--- src/rtl/sim_watchdog.sv ---
// Run controller / watchdog for simulation benches: a global cycle budget plus per-channel
// heartbeat windows, ending in PASS on done or FAIL on timeout.
module sim_watchdog #(
  parameter int NUM_CH         = 4,
  parameter int CNT_W          = 32,
  parameter int GLOBAL_TIMEOUT = 10000,
  parameter int CH_TIMEOUT     = 1000,
  parameter int FAIL_ON_CH     = 1
) (
  input  logic                       clk,
  input  logic                       rst,
  input  logic                       start,
  input  logic                       done,
  input  logic [NUM_CH-1:0]          ch_en,
  input  logic [NUM_CH-1:0]          kick,
  output logic                       active,
  output logic                       pass,
  output logic                       fail,
  output logic                       global_to,
  output logic [NUM_CH-1:0]          ch_to,
  output logic [$clog2(NUM_CH):0]    first_ch,
  output logic [7:0]                 to_count,
  output logic [CNT_W-1:0]           cycle_count
);

  localparam int FC_W = $clog2(NUM_CH) + 1;
  localparam int CH_W = $clog2(CH_TIMEOUT + 1);

  if (CH_TIMEOUT < 2) begin : g_bad_ch_timeout
    $fatal(1, "sim_watchdog: CH_TIMEOUT must be >= 2");
  end
  if ((GLOBAL_TIMEOUT < 1) ||
      ((CNT_W < 63) && (64'(GLOBAL_TIMEOUT) >= (64'd1 << CNT_W)))) begin : g_bad_global_timeout
    $fatal(1, "sim_watchdog: GLOBAL_TIMEOUT must be in 1 .. 2**CNT_W-1");
  end
  if ((NUM_CH < 1) || (NUM_CH > 32)) begin : g_bad_num_ch
    $fatal(1, "sim_watchdog: NUM_CH must be in 1..32");
  end

  typedef enum logic [1:0] {IDLE, RUN, PASS, FAIL} state_t;

  state_t              state_reg, state_next;
  logic [CNT_W-1:0]    cycle_reg, cycle_next;
  logic                global_to_reg, global_to_next;
  logic [NUM_CH-1:0]   ch_to_reg, ch_to_next;
  logic [FC_W-1:0]     first_reg, first_next;
  logic [7:0]          to_cnt_reg, to_cnt_next;
  logic [NUM_CH-1:0]   expire;
  logic                global_hit;
  logic [5:0]          n_expire;
  logic [FC_W-1:0]     low_idx;
  logic [8:0]          to_sum;

  // Per-channel heartbeat counters; a kick on the expiry cycle clears instead of expiring.
  for (genvar gi = 0; gi < NUM_CH; gi++) begin : g_ch
    logic [CH_W-1:0] cnt_reg;

    assign expire[gi] = (state_reg == RUN) && ch_en[gi] && !kick[gi] &&
                        (cnt_reg == CH_W'(CH_TIMEOUT - 1));

    always_ff @(posedge clk) begin
      if (rst || start) begin
        cnt_reg <= '0;
      end else if (state_reg == RUN) begin
        if (!ch_en[gi] || kick[gi] || expire[gi]) cnt_reg <= '0;
        else                                      cnt_reg <= cnt_reg + CH_W'(1);
      end
    end
  end

  assign global_hit = (state_reg == RUN) && (cycle_reg == CNT_W'(GLOBAL_TIMEOUT - 1));

  always_comb begin
    n_expire = '0;
    low_idx  = '0;
    for (int i = NUM_CH - 1; i >= 0; i--) begin
      n_expire = n_expire + 6'(expire[i]);
      if (expire[i]) low_idx = FC_W'(i);
    end
    to_sum = {1'b0, to_cnt_reg} + {3'b000, n_expire};
  end

  always_comb begin
    state_next     = state_reg;
    cycle_next     = cycle_reg;
    global_to_next = global_to_reg;
    ch_to_next     = ch_to_reg;
    first_next     = first_reg;
    to_cnt_next    = to_cnt_reg;

    if (start) begin
      state_next     = RUN;
      cycle_next     = '0;
      global_to_next = 1'b0;
      ch_to_next     = '0;
      first_next     = '0;
      to_cnt_next    = '0;
    end else if (state_reg == RUN) begin
      cycle_next = cycle_reg + CNT_W'(1);
      if (global_hit) global_to_next = 1'b1;
      ch_to_next = ch_to_reg | expire;
      if ((|expire) && !first_reg[FC_W-1])
        first_next = low_idx | (FC_W'(1) << (FC_W - 1));
      to_cnt_next = to_sum[8] ? 8'hFF : to_sum[7:0];
      // Timeouts outrank a done arriving in the same cycle.
      if (global_hit || ((FAIL_ON_CH != 0) && (|expire))) state_next = FAIL;
      else if (done)                                      state_next = PASS;
    end
  end

  always_ff @(posedge clk) begin
    if (rst) begin
      state_reg     <= IDLE;
      cycle_reg     <= '0;
      global_to_reg <= 1'b0;
      ch_to_reg     <= '0;
      first_reg     <= '0;
      to_cnt_reg    <= '0;
    end else begin
      state_reg     <= state_next;
      cycle_reg     <= cycle_next;
      global_to_reg <= global_to_next;
      ch_to_reg     <= ch_to_next;
      first_reg     <= first_next;
      to_cnt_reg    <= to_cnt_next;
    end
  end

  assign active      = (state_reg == RUN);
  assign pass        = (state_reg == PASS);
  assign fail        = (state_reg == FAIL);
  assign global_to   = global_to_reg;
  assign ch_to       = ch_to_reg;
  assign first_ch    = first_reg;
  assign to_count    = to_cnt_reg;
  assign cycle_count = cycle_reg;

endmodule

--- config.mk ---
export PLATFORM = sky130hd
export DESIGN_NAME = sim_watchdog
export DESIGN_NICKNAME = d
export VERILOG_FILES = /design/src/rtl/sim_watchdog.sv
export SDC_FILE = /design/constraint.sdc
export NUM_CORES = 1
export LEC_CHECK = 0
export CELL_PAD_IN_SITES_DETAIL_PLACEMENT = 0
export CELL_PAD_IN_SITES_GLOBAL_PLACEMENT = 1
export CORE_UTILIZATION = 44
export DETAILED_ROUTE_END_ITERATION = 8
export PLACE_DENSITY = 0.91
export SYNTH_ARGS = -nofsm -noshare
export SYNTH_HDL_FRONTEND = slang
export SYNTH_SLANG_ARGS = --single-unit
--- constraint.sdc ---
create_clock -name clk -period 5.8 [get_ports clk]
set_clock_uncertainty 0.05 [all_clocks]
set_input_delay 1.16 -clock clk [delete_from_list [all_inputs] [get_ports clk]]
set_output_delay 1.16 -clock clk [all_outputs]
set_load 0.01 [all_outputs]
==> impl_metrics.py <==
metrics = {
    "sta": {
        "tightest_slew_ns": 0.978,
        "hold_viol": 0,
        "worst_slack_ns": 1.86,
        "finalCritPeriodShare_pct": 68.0,
        "min_period_ns": 3.94,
        "finalSetupTns_ns": 0,
        "setup-violations-final": 0,
        "rsz0062_at_grt": "false",
        "max_slew_violation_total_from_the_final_report": 0,
        "maxSlewHeadroom_pct": 34.6,
        "fmax_mhz": 254,
    },
    "power_and_ir_drop": {
        "worst_ir_drop_vdd_mv": 0.129,
        "powerDensity_mw_per_mm2": 231,
        "leakagePower_uw": 0.00170,
    },
    "place": {
        "placedInstanceArea_mm2": 0.00484,
        "place.port_buffers": 62,
        "dp_hpwl_um": 6390,
        "preCtsSetupSlack_ns": 1.51,
        "finalWeightedCongestion": 0.794,
    },
    "worst_setup_path": {
        "cp_top_family": "simple AND/OR/NAND/NOR gates",
        "timing.critical_path.cells": "clkdlybuf4s50_1, nor4bb_1, and4bb_1, fa_1, inv_1, fa_1, inv_1, fa_1, nand4_1, nor2_1, nand2_1, a31oi_1",
        "critPathMostFrequentCell": "sky130_fd_sc_hd__fa_1",
        "startpoint": "ch_en[2]",
        "cp_slowest_stage_delay_ns": 0.47,
        "worst-setup-path-type": "primary input to flip-flop",
        "worstPathArrival_ns": 4.08,
        "worstPathBufferInverterCount": 3,
        "critPathSlowestCell": "sky130_fd_sc_hd__clkdlybuf4s50_1",
        "worstReg2RegStart": "state_reg[0]",
        "timing.critical_path.required_ns": 5.94,
        "critPathLaunchType": "primary input",
        "timing.critical_path.fanout_max": 6,
        "cp_num_cells": 12,
        "setup.worst_path.end_class": "flip-flop",
        "cp-endpoint": "to_count[1]",
        "rr_endpoint": "to_count[1]",
        "r2r_cells": 11,
        "rrSetupSlack_ns": 2.30,
    },
    "clocking": {
        "tritoncts_sinks": 90,
        "cts-hold-fix-buffers": 0,
        "tritoncts": "built",
        "clock_tree.htree_level_count": 3,
        "clk-insertion-delay-late_ns": 0.35,
        "clkSlewWorstSetupHoldPaths_ns": 0.09,
        "clockRootBuffer": "sky130_fd_sc_hd__clkbuf_8",
        "cts_inserted_buffers": 9,
        "number_of_buffers_inserted_by_post_cts_setup_repair": 0,
        "clockBufferDepth": 2,
        "gates_resized_cts_repair": 0,
    },
    "drt": {
        "route.detailed.wl_per_inst_um": 14.2,
        "met1_length_um": 4310,
        "first_iter_violations": 126,
        "route.vias.total": 3489,
        "aggregate_routed_wire_length_um": 9190,
        "detailroute.wirelength.met2_um": 4410,
        "top_layer_used": "met4",
        "met3_wirelength_um": 305,
        "drc_errors": 0,
        "post_drt_via_cell_ratio": 5.40,
        "firstDrtPassIters": 4,
        "ant_nets": 0,
    },
    "global_route": {
        "grt_start_max_net_pins": 45,
        "total_global_routing_overflow": 0,
        "grt_first_pass_wirelength_um": 15200,
        "antenna_found_initial": 0,
        "via_count_of_the_first_global_routing_pass": 3275,
        "grtUsageTotal_pct": 19.2,
    },
    "synthesis": {
        "yosysSeqAreaShare_pct": 43.4,
        "syn_area_mm2": 0.00415,
        "synthTopCellsByArea": "sky130_fd_sc_hd__dfxtp_1, sky130_fd_sc_hd__nor2_1, sky130_fd_sc_hd__xor2_1, sky130_fd_sc_hd__xnor2_1, sky130_fd_sc_hd__nand4_1",
        "async_flop_share_pct": 0,
        "synth.distinct_cells": 53,
        "synth_top_flop_cell": "sky130_fd_sc_hd__dfxtp_1",
        "post_synth_inst_count": 472,
        "synth.yosys.warnings": 0,
        "syn-num-nets": 493,
        "post-synth-top-area-cell": "sky130_fd_sc_hd__dfxtp_1",
        "yosys.area.top_type_share_pct": 43.4,
        "syn_area_per_cell_um2": 8.80,
        "postSynthRegisterBits": 90,
        "synth_enable_flop_cells": 0,
    },
    "final_layout": {
        "layout-drive-gt1-share_pct": 5.23,
        "fin_nets": 552,
        "diodes": 0,
        "largest_reg_flops": 40,
        "layout-area-overhead-vs-synth_pct": 22.1,
        "fillerInstances": 854,
        "layout.cell_area.non_filler_mm2": 0.00507,
    },
    "die": {
        "die_width_um": 99.1,
        "floorplan.die_area_mm2": 0.00983,
        "placementRows": 35,
        "initial_utilization_pct": 45.1,
        "die-height_um": 99.1,
        "io_pins": 63,
        "core_region_area_mm2": 0.00920,
    },
    "min_path": {
        "hold_class": "flip-flop to flip-flop",
    },
    "flow_run": {
        "max_cap_viol_count": 0,
    },
    "outcome": {
        "status": "complete, no violations",
    },
}
[worst min-delay path by stage]
stage / to / from / cells after the start / slack (ns)
after global routing: ch_to[3] / ch_to[3] / 2 / 0.45
after global placement: ch_to[3] / ch_to[3] / 2 / 0.40
after floorplan: g_ch[1].cnt_reg[1] / g_ch[1].cnt_reg[1] / 2 / 0.40
after detailed placement: ch_to[3] / ch_to[3] / 2 / 0.41
final: ch_to[3] / ch_to[3] / 2 / 0.43
after CTS: g_ch[1].cnt_reg[1] / g_ch[1].cnt_reg[1] / 2 / 0.43
[layout by cell type (no fill, tap or decap), types with 4 or more instances in the layout]
master	instances
sky130_fd_sc_hd__dfxtp_1	90
sky130_fd_sc_hd__nor2_1	86
sky130_fd_sc_hd__clkdlybuf4s50_1	62
sky130_fd_sc_hd__nand2_1	44
sky130_fd_sc_hd__xor2_1	36
sky130_fd_sc_hd__nand4_1	29
sky130_fd_sc_hd__xnor2_1	22
sky130_fd_sc_hd__a21oi_1	22
sky130_fd_sc_hd__inv_1	11
sky130_fd_sc_hd__nand3_1	10
sky130_fd_sc_hd__o21ai_0	9
sky130_fd_sc_hd__clkbuf_8	9
sky130_fd_sc_hd__and3_1	8
sky130_fd_sc_hd__or3_1	8
sky130_fd_sc_hd__nor4_1	6
sky130_fd_sc_hd__nor3_1	6
sky130_fd_sc_hd__or4_1	6
sky130_fd_sc_hd__ha_1	6
sky130_fd_sc_hd__and4b_1	5
sky130_fd_sc_hd__nor3b_1	4
sky130_fd_sc_hd__o31ai_1	4
[through the flow]
| step | hold slack, ns | power, µW | util, % | std cells |
|---|---|---|---|---|
| 6_report | 0.427 | 1170 | 55.1 | 646 |
| 5_1_grt | 0.455 | 1210 | 55.1 | 646 |
| 4_1_cts | 0.426 | 1180 | 55.1 | 646 |
| 3_5_place_dp | 0.412 | 682 | 52.6 | 631 |
| 3_3_place_gp | 0.402 | 681 | 52.6 | 631 |
| 2_1_floorplan | 0.399 | 664 | - | 472 |
[area by class of cell]
class / count / area (µm²) / share of cell area [%]
clock buffer: 10 / 128 / 2.52
tap: 111 / 139 / 2.74
timing repair buffer: 63 / 628 / 12.4
sequential: 90 / 1800 / 35.5
inverter: 12 / 45.0 / 0.888
clock inverter: 5 / 104 / 2.05
multi-input combinational: 355 / 2220 / 43.9
[cells in the mapped netlist (3+ instances only)]
master,count
sky130_fd_sc_hd__and3_1,8
sky130_fd_sc_hd__a31oi_1,3
sky130_fd_sc_hd__fa_1,3
sky130_fd_sc_hd__ha_1,6
sky130_fd_sc_hd__o211ai_1,3
sky130_fd_sc_hd__and4b_1,5
sky130_fd_sc_hd__nor4_1,6
sky130_fd_sc_hd__dfxtp_1,90
sky130_fd_sc_hd__o21ai_1,3
sky130_fd_sc_hd__nand4b_1,3
sky130_fd_sc_hd__nor4bb_1,3
sky130_fd_sc_hd__clkbuf_1,8
sky130_fd_sc_hd__xnor2_1,22
sky130_fd_sc_hd__o31ai_1,4
sky130_fd_sc_hd__a21oi_1,22
sky130_fd_sc_hd__or4_1,6
sky130_fd_sc_hd__nand4_1,29
sky130_fd_sc_hd__nor2_1,86
sky130_fd_sc_hd__nor3b_1,4
sky130_fd_sc_hd__nand2_1,44
sky130_fd_sc_hd__inv_1,11
sky130_fd_sc_hd__xor2_1,36
sky130_fd_sc_hd__nand3_1,10
sky130_fd_sc_hd__o21ai_0,9
sky130_fd_sc_hd__nor3_1,6
sky130_fd_sc_hd__or3_1,8
[cell families (layout without fill, tap and decap cells)]
group	after synthesis	count (layout)	share of synthesized area, %
xor+xnor	58	58	12.2
buf+inv	27	90	3.01
compound gates	50	50	7.17
fa+ha+maj	9	9	3.25
flops	90	90	43.4
simple gates	237	237	30.7
mux	1	1	0.241
[power breakdown]
part	leakage (µW)	switching (µW)	internal [µW]	total [µW]
clock network	0.000116	219	284	503
logic	0.000856	26.0	17.1	43.1
registers	0.000725	4.50	620	624
[routing by layer]
layer	global-route usage [%]	vias to the layer above
li1	-	1766
met1	23.9	1640
met2	32.9	70
met3	3.87	13
met4	7.35	0
met5	0	-
[worst reg2reg max path, cell delays in order, from the launching register on]
cell and delay (ns):
sky130_fd_sc_hd__dfxtp_1 0.64, sky130_fd_sc_hd__nand2b_4 0.25, sky130_fd_sc_hd__nor4_2 0.58, sky130_fd_sc_hd__fa_1 0.50, sky130_fd_sc_hd__inv_1 0.07, sky130_fd_sc_hd__fa_1 0.17
sky130_fd_sc_hd__inv_1 0.06, sky130_fd_sc_hd__fa_1 0.41, sky130_fd_sc_hd__nand4_1 0.22, sky130_fd_sc_hd__nor2_1 0.08, sky130_fd_sc_hd__nand2_1 0.20, sky130_fd_sc_hd__a31oi_1 0.11
(Power assumes the default switching activity.)
